[src/rtl/format_decoder_pkg.sv]
// format_decoder_pkg
//   Shared posit definitions for the decoder slice: default word geometry,
//   the unpacked field record (posit_fields_t) and the special bit patterns.
//   Optional feature macro used by the slice: FORMAT_DECODER_SCALE_EN.
package format_decoder_pkg;

    localparam int POSIT_WIDTH = 8;
    localparam int POSIT_EN    = 1;

    // Signed regime width: covers -(width-1) .. (width-2).
    function automatic int posit_w_reg(input int width);
        return $clog2(width) + 1;
    endfunction

    localparam int POSIT_W_REG = posit_w_reg(POSIT_WIDTH);
    localparam int POSIT_W_EXP = (POSIT_EN > 0) ? POSIT_EN : 1;
    localparam int POSIT_W_MAN = POSIT_WIDTH;

    typedef struct packed {
        logic                          n_r;
        logic signed [POSIT_W_REG-1:0] regime;
        logic [POSIT_W_EXP-1:0]        exponent;
        logic [POSIT_W_MAN-1:0]        mantissa;
        logic                          is_zero;
        logic                          is_nar;
    } posit_fields_t;

    localparam logic [POSIT_WIDTH-1:0] POSIT_NAR_PATTERN  = {1'b1, {(POSIT_WIDTH-1){1'b0}}};
    localparam logic [POSIT_WIDTH-1:0] POSIT_ZERO_PATTERN = '0;

endpackage

[src/rtl/format_decoder_if.sv]
// format_decoder_if
//   Handshake + field bundle around the posit decoder.
//   Input side : in_valid, in_ready, in_posit
//   Output side: out_valid, out_ready, n_r, regime, exponent, mantissa,
//                is_zero, is_nar (+ scale when FORMAT_DECODER_SCALE_EN)
//   slave  : decoder view
//   master : producer/consumer view
interface format_decoder_if
    import format_decoder_pkg::*;
#(
    parameter int WIDTH = POSIT_WIDTH,
    parameter int EN    = POSIT_EN
);
    localparam int W_REG = posit_w_reg(WIDTH);
    localparam int W_EXP = (EN > 0) ? EN : 1;
    localparam int W_MAN = WIDTH;

    logic                    in_valid;
    logic                    in_ready;
    logic [WIDTH-1:0]        in_posit;
    logic                    out_valid;
    logic                    out_ready;
    logic                    n_r;
    logic signed [W_REG-1:0] regime;
    logic [W_EXP-1:0]        exponent;
    logic [W_MAN-1:0]        mantissa;
    logic                    is_zero;
    logic                    is_nar;
`ifdef FORMAT_DECODER_SCALE_EN
    logic signed [W_REG+EN-1:0] scale;
`endif

    modport slave (
        input  in_valid, in_posit, out_ready,
        output in_ready, out_valid, n_r, regime, exponent, mantissa,
               is_zero, is_nar
`ifdef FORMAT_DECODER_SCALE_EN
        , output scale
`endif
    );

    modport master (
        output in_valid, in_posit, out_ready,
        input  in_ready, out_valid, n_r, regime, exponent, mantissa,
               is_zero, is_nar
`ifdef FORMAT_DECODER_SCALE_EN
        , input scale
`endif
    );

endinterface

[src/rtl/format_decoder_leading_run_counter.sv]
// leading_run_counter
//   Combinational length of the run of bits equal to the MSB, scanning from
//   the MSB downward. Result is 1..W.
//   i_bits  : vector to scan
//   o_count : run length
module leading_run_counter #(
    parameter int W  = 7,
    parameter int CW = $clog2(W + 1)
) (
    input  logic [W-1:0]  i_bits,
    output logic [CW-1:0] o_count
);

    logic w_stop;

    always_comb begin
        o_count = '0;
        w_stop  = 1'b0;
        for (int unsigned i = 0; i < W; i++) begin
            if (!w_stop) begin
                if (i_bits[W-1-i] == i_bits[W-1]) begin
                    o_count = o_count + CW'(1);
                end else begin
                    w_stop = 1'b1;
                end
            end
        end
    end

endmodule

[src/rtl/two_comp.sv]
// two_comp
//   Combinational two's complement negation.
//   i_a   : operand
//   o_neg : -i_a modulo 2^W
module two_comp #(
    parameter int W = 8
) (
    input  logic [W-1:0] i_a,
    output logic [W-1:0] o_neg
);

    assign o_neg = ~i_a + W'(1);

endmodule

[src/rtl/format_decoder.sv]
// format_decoder
//   3-stage pipelined posit decoder with valid/ready on both sides.
//     stage 1: sign, zero/NaR flags, magnitude body (two's complement if negative)
//     stage 2: regime run length -> signed regime, remainder after the run
//     stage 3: exponent/mantissa split, specials forced to zero
//   Ports:
//     clk   : clock
//     rst_n : asynchronous active-low reset
//     bus   : format_decoder_if.slave (input word handshake, decoded fields)
//   Optional: FORMAT_DECODER_SCALE_EN adds bus.scale = regime*2^EN + exponent.
module format_decoder
    import format_decoder_pkg::*;
#(
    parameter int WIDTH = POSIT_WIDTH,
    parameter int EN    = POSIT_EN
) (
    input  logic             clk,
    input  logic             rst_n,
    format_decoder_if.slave  bus
);

    localparam int W_REG = posit_w_reg(WIDTH);
    localparam int W_EXP = (EN > 0) ? EN : 1;
    localparam int W_MAN = WIDTH;
    localparam int W_BOD = WIDTH - 1;

    localparam logic [WIDTH-1:0] L_NAR  = {1'b1, {(WIDTH-1){1'b0}}};
    localparam logic [WIDTH-1:0] L_ZERO = '0;

    // ---------------- handshake chain ----------------
    logic r1_v, r2_v, r3_v;
    logic w_adv1, w_adv2, w_adv3;

    assign w_adv3 = !r3_v || bus.out_ready;
    assign w_adv2 = !r2_v || w_adv3;
    assign w_adv1 = !r1_v || w_adv2;

    assign bus.in_ready  = w_adv1;
    assign bus.out_valid = r3_v;

    // ---------------- stage 1 ----------------
    logic             r1_sign, r1_zero, r1_nar;
    logic [W_BOD-1:0] r1_body;
    logic [W_BOD-1:0] w_neg;

    // Negating only the low WIDTH-1 bits gives the same bits as negating the
    // whole word, since carries only propagate upward.
    two_comp #(.W(W_BOD)) u_neg (
        .i_a   (bus.in_posit[W_BOD-1:0]),
        .o_neg (w_neg)
    );

    always_ff @(posedge clk or negedge rst_n) begin
        if (!rst_n) begin
            r1_v    <= 1'b0;
            r1_sign <= 1'b0;
            r1_zero <= 1'b0;
            r1_nar  <= 1'b0;
            r1_body <= '0;
        end else if (w_adv1) begin
            r1_v <= bus.in_valid;
            if (bus.in_valid) begin
                r1_sign <= bus.in_posit[WIDTH-1];
                r1_zero <= (bus.in_posit == L_ZERO);
                r1_nar  <= (bus.in_posit == L_NAR);
                r1_body <= bus.in_posit[WIDTH-1] ? w_neg : bus.in_posit[W_BOD-1:0];
            end
        end
    end

    // ---------------- stage 2 ----------------
    logic                    r2_sign, r2_zero, r2_nar;
    logic signed [W_REG-1:0] r2_regime;
    logic [W_BOD-1:0]        r2_rem;

    logic [W_REG-1:0]        w_run;
    logic signed [W_REG-1:0] w_run_s;
    logic signed [W_REG-1:0] w_regime;
    logic [W_REG-1:0]        w_shamt;
    logic [W_BOD-1:0]        w_rem;

    leading_run_counter #(.W(W_BOD), .CW(W_REG)) u_run (
        .i_bits  (r1_body),
        .o_count (w_run)
    );

    assign w_run_s  = signed'(w_run);
    assign w_regime = r1_body[W_BOD-1] ? (w_run_s - W_REG'(1)) : -w_run_s;
    // Shift by run + terminator; a full-width run shifts everything out.
    assign w_shamt  = w_run + W_REG'(1);
    assign w_rem    = r1_body << w_shamt;

    always_ff @(posedge clk or negedge rst_n) begin
        if (!rst_n) begin
            r2_v      <= 1'b0;
            r2_sign   <= 1'b0;
            r2_zero   <= 1'b0;
            r2_nar    <= 1'b0;
            r2_regime <= '0;
            r2_rem    <= '0;
        end else if (w_adv2) begin
            r2_v <= r1_v;
            if (r1_v) begin
                r2_sign   <= r1_sign;
                r2_zero   <= r1_zero;
                r2_nar    <= r1_nar;
                r2_regime <= w_regime;
                r2_rem    <= w_rem;
            end
        end
    end

    // ---------------- stage 3 ----------------
    logic                    r3_nr, r3_zero, r3_nar;
    logic signed [W_REG-1:0] r3_regime;
    logic [W_EXP-1:0]        r3_exp;
    logic [W_MAN-1:0]        r3_man;

    logic [W_EXP-1:0]        w_exp;
    logic [W_MAN-1:0]        w_man;
    logic                    w_special;

    generate
        if (EN > 0) begin : g_exp
            assign w_exp = r2_rem[W_BOD-1 -: EN];
        end else begin : g_noexp
            assign w_exp = '0;
        end
    endgenerate

    // Remainder padded to W_MAN, then the exponent bits are shifted out.
    assign w_man     = {r2_rem, 1'b0} << EN;
    assign w_special = r2_zero || r2_nar;

`ifdef FORMAT_DECODER_SCALE_EN
    localparam int W_SC = W_REG + EN;
    logic signed [W_SC-1:0] r3_scale;
    logic signed [W_SC-1:0] w_scale;

    assign w_scale = (W_SC'(r2_regime) << EN) + W_SC'(w_exp);

    always_ff @(posedge clk or negedge rst_n) begin
        if (!rst_n) begin
            r3_scale <= '0;
        end else if (w_adv3 && r2_v) begin
            r3_scale <= w_special ? '0 : w_scale;
        end
    end

    assign bus.scale = r3_scale;
`endif

    always_ff @(posedge clk or negedge rst_n) begin
        if (!rst_n) begin
            r3_v      <= 1'b0;
            r3_nr     <= 1'b0;
            r3_zero   <= 1'b0;
            r3_nar    <= 1'b0;
            r3_regime <= '0;
            r3_exp    <= '0;
            r3_man    <= '0;
        end else if (w_adv3) begin
            r3_v <= r2_v;
            if (r2_v) begin
                r3_zero   <= r2_zero;
                r3_nar    <= r2_nar;
                r3_nr     <= w_special ? 1'b0 : r2_sign;
                r3_regime <= w_special ? '0 : r2_regime;
                r3_exp    <= w_special ? '0 : w_exp;
                r3_man    <= w_special ? '0 : w_man;
            end
        end
    end

    assign bus.n_r      = r3_nr;
    assign bus.regime   = r3_regime;
    assign bus.exponent = r3_exp;
    assign bus.mantissa = r3_man;
    assign bus.is_zero  = r3_zero;
    assign bus.is_nar   = r3_nar;

endmodule

[src/flat_wrapper.sv]
// flat-port wrapper written by rule: the top's interface ports become plain ports
module format_decoder_flat import format_decoder_pkg::*;
#(
    parameter int WIDTH = POSIT_WIDTH,
    parameter int EN    = POSIT_EN
)
  (clk, rst_n, bus_in_valid, bus_in_posit, bus_out_ready, bus_in_ready, bus_out_valid, bus_n_r, bus_regime, bus_exponent, bus_mantissa, bus_is_zero, bus_is_nar);
  format_decoder_if #(.WIDTH(WIDTH), .EN(EN)) bus_i ();
  input  logic clk;
  input  logic rst_n;
  input wire logic [$bits(bus_i.in_valid)-1:0] bus_in_valid;
  input wire logic [$bits(bus_i.in_posit)-1:0] bus_in_posit;
  input wire logic [$bits(bus_i.out_ready)-1:0] bus_out_ready;
  output wire logic [$bits(bus_i.in_ready)-1:0] bus_in_ready;
  output wire logic [$bits(bus_i.out_valid)-1:0] bus_out_valid;
  output wire logic [$bits(bus_i.n_r)-1:0] bus_n_r;
  output wire logic [$bits(bus_i.regime)-1:0] bus_regime;
  output wire logic [$bits(bus_i.exponent)-1:0] bus_exponent;
  output wire logic [$bits(bus_i.mantissa)-1:0] bus_mantissa;
  output wire logic [$bits(bus_i.is_zero)-1:0] bus_is_zero;
  output wire logic [$bits(bus_i.is_nar)-1:0] bus_is_nar;
  assign bus_i.in_valid = bus_in_valid;
  assign bus_i.in_posit = bus_in_posit;
  assign bus_i.out_ready = bus_out_ready;
  assign bus_in_ready = bus_i.in_ready;
  assign bus_out_valid = bus_i.out_valid;
  assign bus_n_r = bus_i.n_r;
  assign bus_regime = bus_i.regime;
  assign bus_exponent = bus_i.exponent;
  assign bus_mantissa = bus_i.mantissa;
  assign bus_is_zero = bus_i.is_zero;
  assign bus_is_nar = bus_i.is_nar;
  format_decoder #(.WIDTH(WIDTH), .EN(EN)) u_core (.clk(clk), .rst_n(rst_n), .bus(bus_i));
endmodule
[config.mk]
export PLATFORM = sky130hd
export DESIGN_NAME = format_decoder_flat
export DESIGN_NICKNAME = d
export VERILOG_FILES = /design/src/rtl/format_decoder_pkg.sv /design/src/rtl/format_decoder_if.sv /design/src/rtl/format_decoder_leading_run_counter.sv /design/src/rtl/two_comp.sv /design/src/rtl/format_decoder.sv /design/src/flat_wrapper.sv
export SDC_FILE = /design/constraint.sdc
export NUM_CORES = 1
export LEC_CHECK = 0
export BUFFER_PORTS_ARGS = -buffer_cell sky130_fd_sc_hd__buf_2
export CORE_ASPECT_RATIO = 1.25
export CORE_MARGIN = 2
export CORE_UTILIZATION = 57
export CTS_CLUSTER_SIZE = 30
export DETAILED_ROUTE_END_ITERATION = 8
export PLACE_DENSITY = 0.79
export SLEW_MARGIN = 25
export SYNTH_ARGS = -nofsm -noshare
export SYNTH_HDL_FRONTEND = slang
export SYNTH_SLANG_ARGS = --single-unit
[constraint.sdc]
create_clock -name clk -period 3.1 [get_ports clk]
set_clock_uncertainty 0.15 [all_clocks]
set_input_delay 0.465 -clock clk [delete_from_list [all_inputs] [get_ports clk]]
set_output_delay 0.465 -clock clk [all_outputs]
set_load 0.02 [all_outputs]
---- Yosys cells after proc, flatten, opt, wreduce, memory -nomap -nowiden ----
Cells that the tools add are included.
storage, ports and cells
  input bits .............................. 12
  bits in registers ....................... 43
operators by class
  mux-type cells .......................... 26
  equality and inequality tests ........... 7
  $add $sub $neg .......................... 9
  shift-type cells ........................ 1
  reductions and logical operators ........ 11
  bitwise gates (word level) .............. 1
operators with widths
  operator                                                            count
  4-bit two-way mux                                                   12
  4-bit by 1-bit adder with 4-bit output, second input constant       6
  1-bit two-way mux                                                   11
  8-bit == test, second input constant                                1
  8-bit logical NOT                                                   1
  8-bit two-way mux                                                   1
  7-bit by 1-bit adder with 7-bit output, second input constant       1
  7-bit two-way mux                                                   1
  7-bit NOT                                                           1
  7-bit by 4-bit left shift with 7-bit output                         1
  1-bit == test                                                       6
  2-bit AND reduction                                                 3
  1-bit logical OR                                                    4
  4-bit negator                                                       1
  4-bit by 2-bit subtractor with 4-bit output, second input constant  1
  1-bit logical NOT                                                   3
  2-bit two-way mux                                                   1

---- Longest topological paths before layout ----
  depth after elaboration ................. 19
  depth in mapped cells ................... 12

---- By module ----
A second synthesis with hierarchy kept.
unflattened totals
  cell total of the unflattened synthesis .. 232
  area, all modules ....................... 2249.7 um^2
modules (own cells, without submodules)
  module               cells an instance  area an instance (um^2)  instances  seq. area each (um^2)
  format_decoder       196                1999.4                   1          1026.0
  leading_run_counter  21                 141.4                    1          0.0
  two_comp             15                 108.9                    1          0.0

---- Worst setup path before layout ----
Ideal clock, no wire load.
  path kind ............................... reg-to-reg
  start ................................... reg u_core.r1_body[2]
  end ..................................... reg u_core.r2_rem[3]
  stages on the path, launching flop included .. 11
  library setup time ...................... 66 ps
  path buffers ............................ 2
  data required time ...................... 2884 ps
  data arrival time ....................... 2479 ps
  path slack .............................. 405 ps
  clock period less this slack ............ 2695 ps
  path through ............................ dfrtp_1 buf_6 nor4_2 a2bb2oi_4 o211ai_4 ha_1 clkbuf_1 or4_1 o221a_2 nand3_1 a22o_1
between the ends
  cells in the longest elaborated chain, start to end .. 11
  elaborated cells between the ends (all ways) .. 14
  those cells by class .................... add/sub: 3; eq/ne: 1; shift: 1; mux: 9
RTL lines
  item                                           line                                      source
  start: declaration                             format_decoder.sv:43                      logic [W_BOD-1:0] r1_body;
  start signal: assignment                       format_decoder.sv:66                      r1_body <= bus.in_posit[WIDTH-1] ? w_neg : bus.in_posit[W_BOD-1:0];
  1-bit == test                                  format_decoder_leading_run_counter.sv:21  if (i_bits[W-1-i] == i_bits[W-1]) begin
  4-bit two-way mux                              format_decoder_leading_run_counter.sv:21
  4-bit two-way mux                              format_decoder_leading_run_counter.sv:20  if (!w_stop) begin
  4-bit by 1-bit adder with 4-bit output         format_decoder_leading_run_counter.sv:22  o_count = o_count + CW'(1);
  4-bit two-way mux                              format_decoder_leading_run_counter.sv:21
  4-bit two-way mux                              format_decoder_leading_run_counter.sv:20
  4-bit by 1-bit adder with 4-bit output         format_decoder_leading_run_counter.sv:22
  4-bit two-way mux                              format_decoder_leading_run_counter.sv:21
  4-bit two-way mux                              format_decoder_leading_run_counter.sv:20
  4-bit by 1-bit adder with 4-bit output         format_decoder.sv:90                      assign w_shamt = w_run + W_REG'(1);
  7-bit by 4-bit left shift with 7-bit output *  format_decoder.sv:91                      assign w_rem = r1_body << w_shamt;
  end signal: assignment                         format_decoder.sv:108                     r2_rem <= w_rem;
  end: declaration                               format_decoder.sv:74                      logic [W_BOD-1:0] r2_rem;
Mark *: on every way between the ends. The rest lies on a longest branch, timed or not.
A chain may end at the register's enable or synchronous reset.

---- Worst setup path in the final report ----
  start ................................... reg u_core.r1_body[4]
  end ..................................... reg u_core.r2_rem[6]
between the ends
  cells in the longest elaborated chain, start to end .. 17
  elaborated cells between the ends (all ways) .. 22
  those cells by class .................... add/sub: 5; eq/ne: 1; shift: 1; mux: 15
RTL lines
  item                                           line
  1-bit == test                                  format_decoder_leading_run_counter.sv:21
  4-bit two-way mux                              format_decoder_leading_run_counter.sv:21
  4-bit two-way mux                              format_decoder_leading_run_counter.sv:20
  4-bit by 1-bit adder with 4-bit output         format_decoder_leading_run_counter.sv:22
  4-bit two-way mux                              format_decoder_leading_run_counter.sv:21
  4-bit two-way mux                              format_decoder_leading_run_counter.sv:20
  4-bit by 1-bit adder with 4-bit output         format_decoder_leading_run_counter.sv:22
  4-bit two-way mux                              format_decoder_leading_run_counter.sv:21
  4-bit two-way mux                              format_decoder_leading_run_counter.sv:20
  4-bit by 1-bit adder with 4-bit output         format_decoder_leading_run_counter.sv:22
  4-bit two-way mux                              format_decoder_leading_run_counter.sv:21
  4-bit two-way mux                              format_decoder_leading_run_counter.sv:20
  4-bit by 1-bit adder with 4-bit output         format_decoder_leading_run_counter.sv:22
  4-bit two-way mux                              format_decoder_leading_run_counter.sv:21
  4-bit two-way mux                              format_decoder_leading_run_counter.sv:20
  4-bit by 1-bit adder with 4-bit output         format_decoder.sv:90
  7-bit by 4-bit left shift with 7-bit output *  format_decoder.sv:91
Marks and branches as above.

==> results.toml <==
[status]
run_status = "completed"

[power]
total_power_mw = 1.97
power-per-cell-area_mw_per_mm2 = 785
vdd.ir_drop.worst_mv = 0.391
p_leak_nw = 1.18

[synth]
multiplexer_share_of_the_synthesized_area_pct = 5.33
synth_area_in_adders_pct = 1.67
synth_top_family_by_area = "compound AO/OA/AOI/OAI gates"
syn_inst = 238
seq_area_frac_synth_pct = 45.6
number_of_synthesized_flops_with_an_enable_pin = 0
post_synth_xor_area_fraction_pct = 4.67
yosysUniqueCellTypes = 50
synth_largest_type_area_fraction_pct = 45.6
synth-main-ff-cell = "dfrtp_1"
synth_seq_cells = 41
synth.largest_area_cell = "dfrtp_1"
synth-compound-area-share_pct = 18.4
ys_async_sr_fraction_pct = 100
post_synthesis_simple_gate_area_fraction_pct = 18.3
synthTopCellsByArea = "dfrtp_1 46%, nand2_1 8.0%, o21ai_0 6.0%"
netlist_area_sq_mm = 0.00225
ys.warnings.count = 0
syn-mean-instance-area_sq_um = 9.46

[timing]
finalHoldViolations = 0
hold-worst-slack_ns = 0.127
final_setup_violation_count = 0
report.final.slew_viol_count = 0
slew-limit-headroom_pct = 41.7
finalWorstPathRequiredPeriod_ns = 2.81
final_min_period_over_clock_period_pct = 90.6
max_slew.worst_pin.slew_ns = 0.875
setup_total_negative_slack_ns = 0
highest_attainable_clock_frequency_mhz = 356
rsz0062_at_grt = "no"

[global_route]
grt.met3_usage_pct = 4.70
gr_met2_demand_resource_pct = 36.2
grt_antenna_before_repair = 0
grt_overflow_total = 0
grt_first_pass_wirelength_mm = 6.98
largest_net_degree_at_the_start_of_global_routing = 42
globalRouteTotalUtil_pct = 20.6
grt_pass1_vias = 1553
grt.busiest_layer = "met2"
m1_gr_usage_pct = 24.8

[floorplanning]
die-area_sq_mm = 0.00447
start_util_pct = 59.5
die_span_in_y_um = 74.3
fp-row-count = 25
chipWidth_um = 60.2
io_pins = 30
core-area_sq_mm = 0.00378

[finish]
multi_input_comb_area_sq_mm = 0.00110
final_common_cell = "nand2_1"
fillers = 341
regArea_sq_mm = 0.00103
ratio_of_cells_with_drive_above_1_in_the_final_layout_pct = 21.5
insertedDiodeCount = 0
layout.cells.most_common_list = "48 x nand2_1, 41 x dfrtp_1, 27 x o21ai_0, 27 x buf_2, 9 x nor2_1"
area_delta_synth_final_pct = 11.7
finish.cell_count_without_fillers = 314
design.final.nets = 274

[placed_design]
detailedPlacementHpwl_mm = 3.03
port_buffers = 27
gpl_congestion = 0.886
post-place-cells = 306

[hold_path]
hp-class = "input port to async pin"

[critical_path]
reg2reg_to = "u_core.r2_rem[6]"
worstPathArrival_ns = 2.85
timing.critical_path.from_type = "flop"
rr_startpoint = "u_core.r1_body[4]"
required_ns = 3.14
path_class = "flop to flop"
worst-r2r-setup-slack_ns = 0.29
rr_worst_depth = 7
crit_fanout = 10
critPathCaptureType = "flop"

[clock_tree]
post_cts_resized = 0
clk_latency_ns = 0.30
cts_tree = "done"
ctsLongestPathBuffers = 2
htreeDepth = 2
cts.root.buffer_cell = "clkbuf_8"
postCtsHoldBufs = 0
worst_setup_hold_path_clk_slew_ns = 0.08
cts-buffers-inserted = 5
cts.repair_timing.setup_buffer_count = 0
cts.sinks = 41

[route]
totalWireLength_mm = 3.98
routed-via-count = 1704
firstDrtPassIters = 4
post-route-drc-count = 0
wl_per_cell_um = 12.7
vias_per_cell = 5.43
ant_nets = 0
detailedRoute.firstIterationViolations = 101

[run]
drv.max_cap_violation_count = 0
==> power by group <==
| part | switching [mW] | internal [mW] |
|---|---|---|
| clock | 0.198 | 0.324 |
| sequential | 0.103 | 0.679 |
| combinational | 0.392 | 0.277 |
==> worst max-delay path, stage by stage (launching register included) <==
cell and delay [ns]:
dfrtp_1 0.46, nor4_2 0.39, a2bb2oi_4 0.15, o211ai_4 0.30, ha_1 0.41, inv_1 0.18, mux2_2 0.36, a221o_1 0.29
==> sequential cells by signal, summed over array words and instances, names as in the netlist <==
register              count
u_core.bus.exponent       1
u_core.bus.is_nar         1
u_core.bus.is_zero        1
u_core.bus.mantissa       6
u_core.bus.n_r            1
u_core.bus.out_valid      1
u_core.bus.regime         4
u_core.r1_body            7
u_core.r1_nar             1
u_core.r1_sign            1
u_core.r1_v               1
u_core.r1_zero            1
u_core.r2_nar             1
u_core.r2_regime          4
u_core.r2_rem             7
u_core.r2_sign            1
u_core.r2_v               1
u_core.r2_zero            1
==> how the worst max path moves through the flow <==
stage	to	startpoint	slack [ns]	depth (start not counted)
final	u_core.r2_rem[6]	u_core.r1_body[4]	0.29	7
after global routing	u_core.r2_rem[3]	u_core.r1_body[6]	0.11	10
after CTS	u_core.r2_rem[6]	u_core.r1_body[4]	0.29	7
after detailed placement	u_core.r2_rem[6]	u_core.r1_body[4]	0.30	7
after global placement	u_core.r2_rem[3]	u_core.r1_body[2]	0.38	8
after floorplan	u_core.r2_rem[3]	u_core.r1_body[2]	0.41	10
==> cells by family after synthesis <==
group / count (synthesis)
buffers and inverters: 25
AO/OA/AOI/OAI: 59
AND/OR/NAND/NOR: 87
flip-flops: 41
other: 1
multiplexers: 10
adder cells (fa/ha/maj): 3
XOR/XNOR: 12
==> stage by stage <==
stage / util, % / worst slack, ns / area, sq um
global placement: 62.8 / 0.380 / 2380
floorplan: - / 0.405 / 2260
CTS: 66.4 / 0.287 / 2510
detailed placement: 62.8 / 0.303 / 2380
finish: 66.4 / 0.292 / 2510
global route: 66.4 / 0.111 / 2510
==> routing by layer <==
layer / part of all wire, % / wire, um
met1: 43 / 1720
met2: 52 / 2080
met3: 3.5 / 140
met4: 1.2 / 49
met5: 0 / 0
==> cell type report <==
class,count,area share (%)
multi-input combinational,173,43.6
tap,54,2.69
sequential,41,40.8
clock inverter,3,2.74
clock buffer,5,2.74
timing repair buffer,30,6.27
inverter,8,1.19
==> cells in the mapped netlist, types with 2 or more instances <==
library cell / instances
a221o_1: 2
o21ai_0: 27
a22o_1: 6
ha_1: 3
o21ai_1: 2
nand2b_1: 5
nor3_1: 4
dfrtp_1: 41
nand2_1: 48
inv_2: 2
nand3_1: 3
a21oi_1: 5
buf_6: 4
inv_1: 6
mux2_2: 6
buf_2: 2
mux2i_1: 3
xor2_1: 5
and2_1: 4
nor2_1: 9
nor2b_1: 4
xnor2_1: 7
a211oi_1: 2
clkbuf_1: 9
buf_4: 2
or3_1: 3
(Power assumes the default switching activity.)
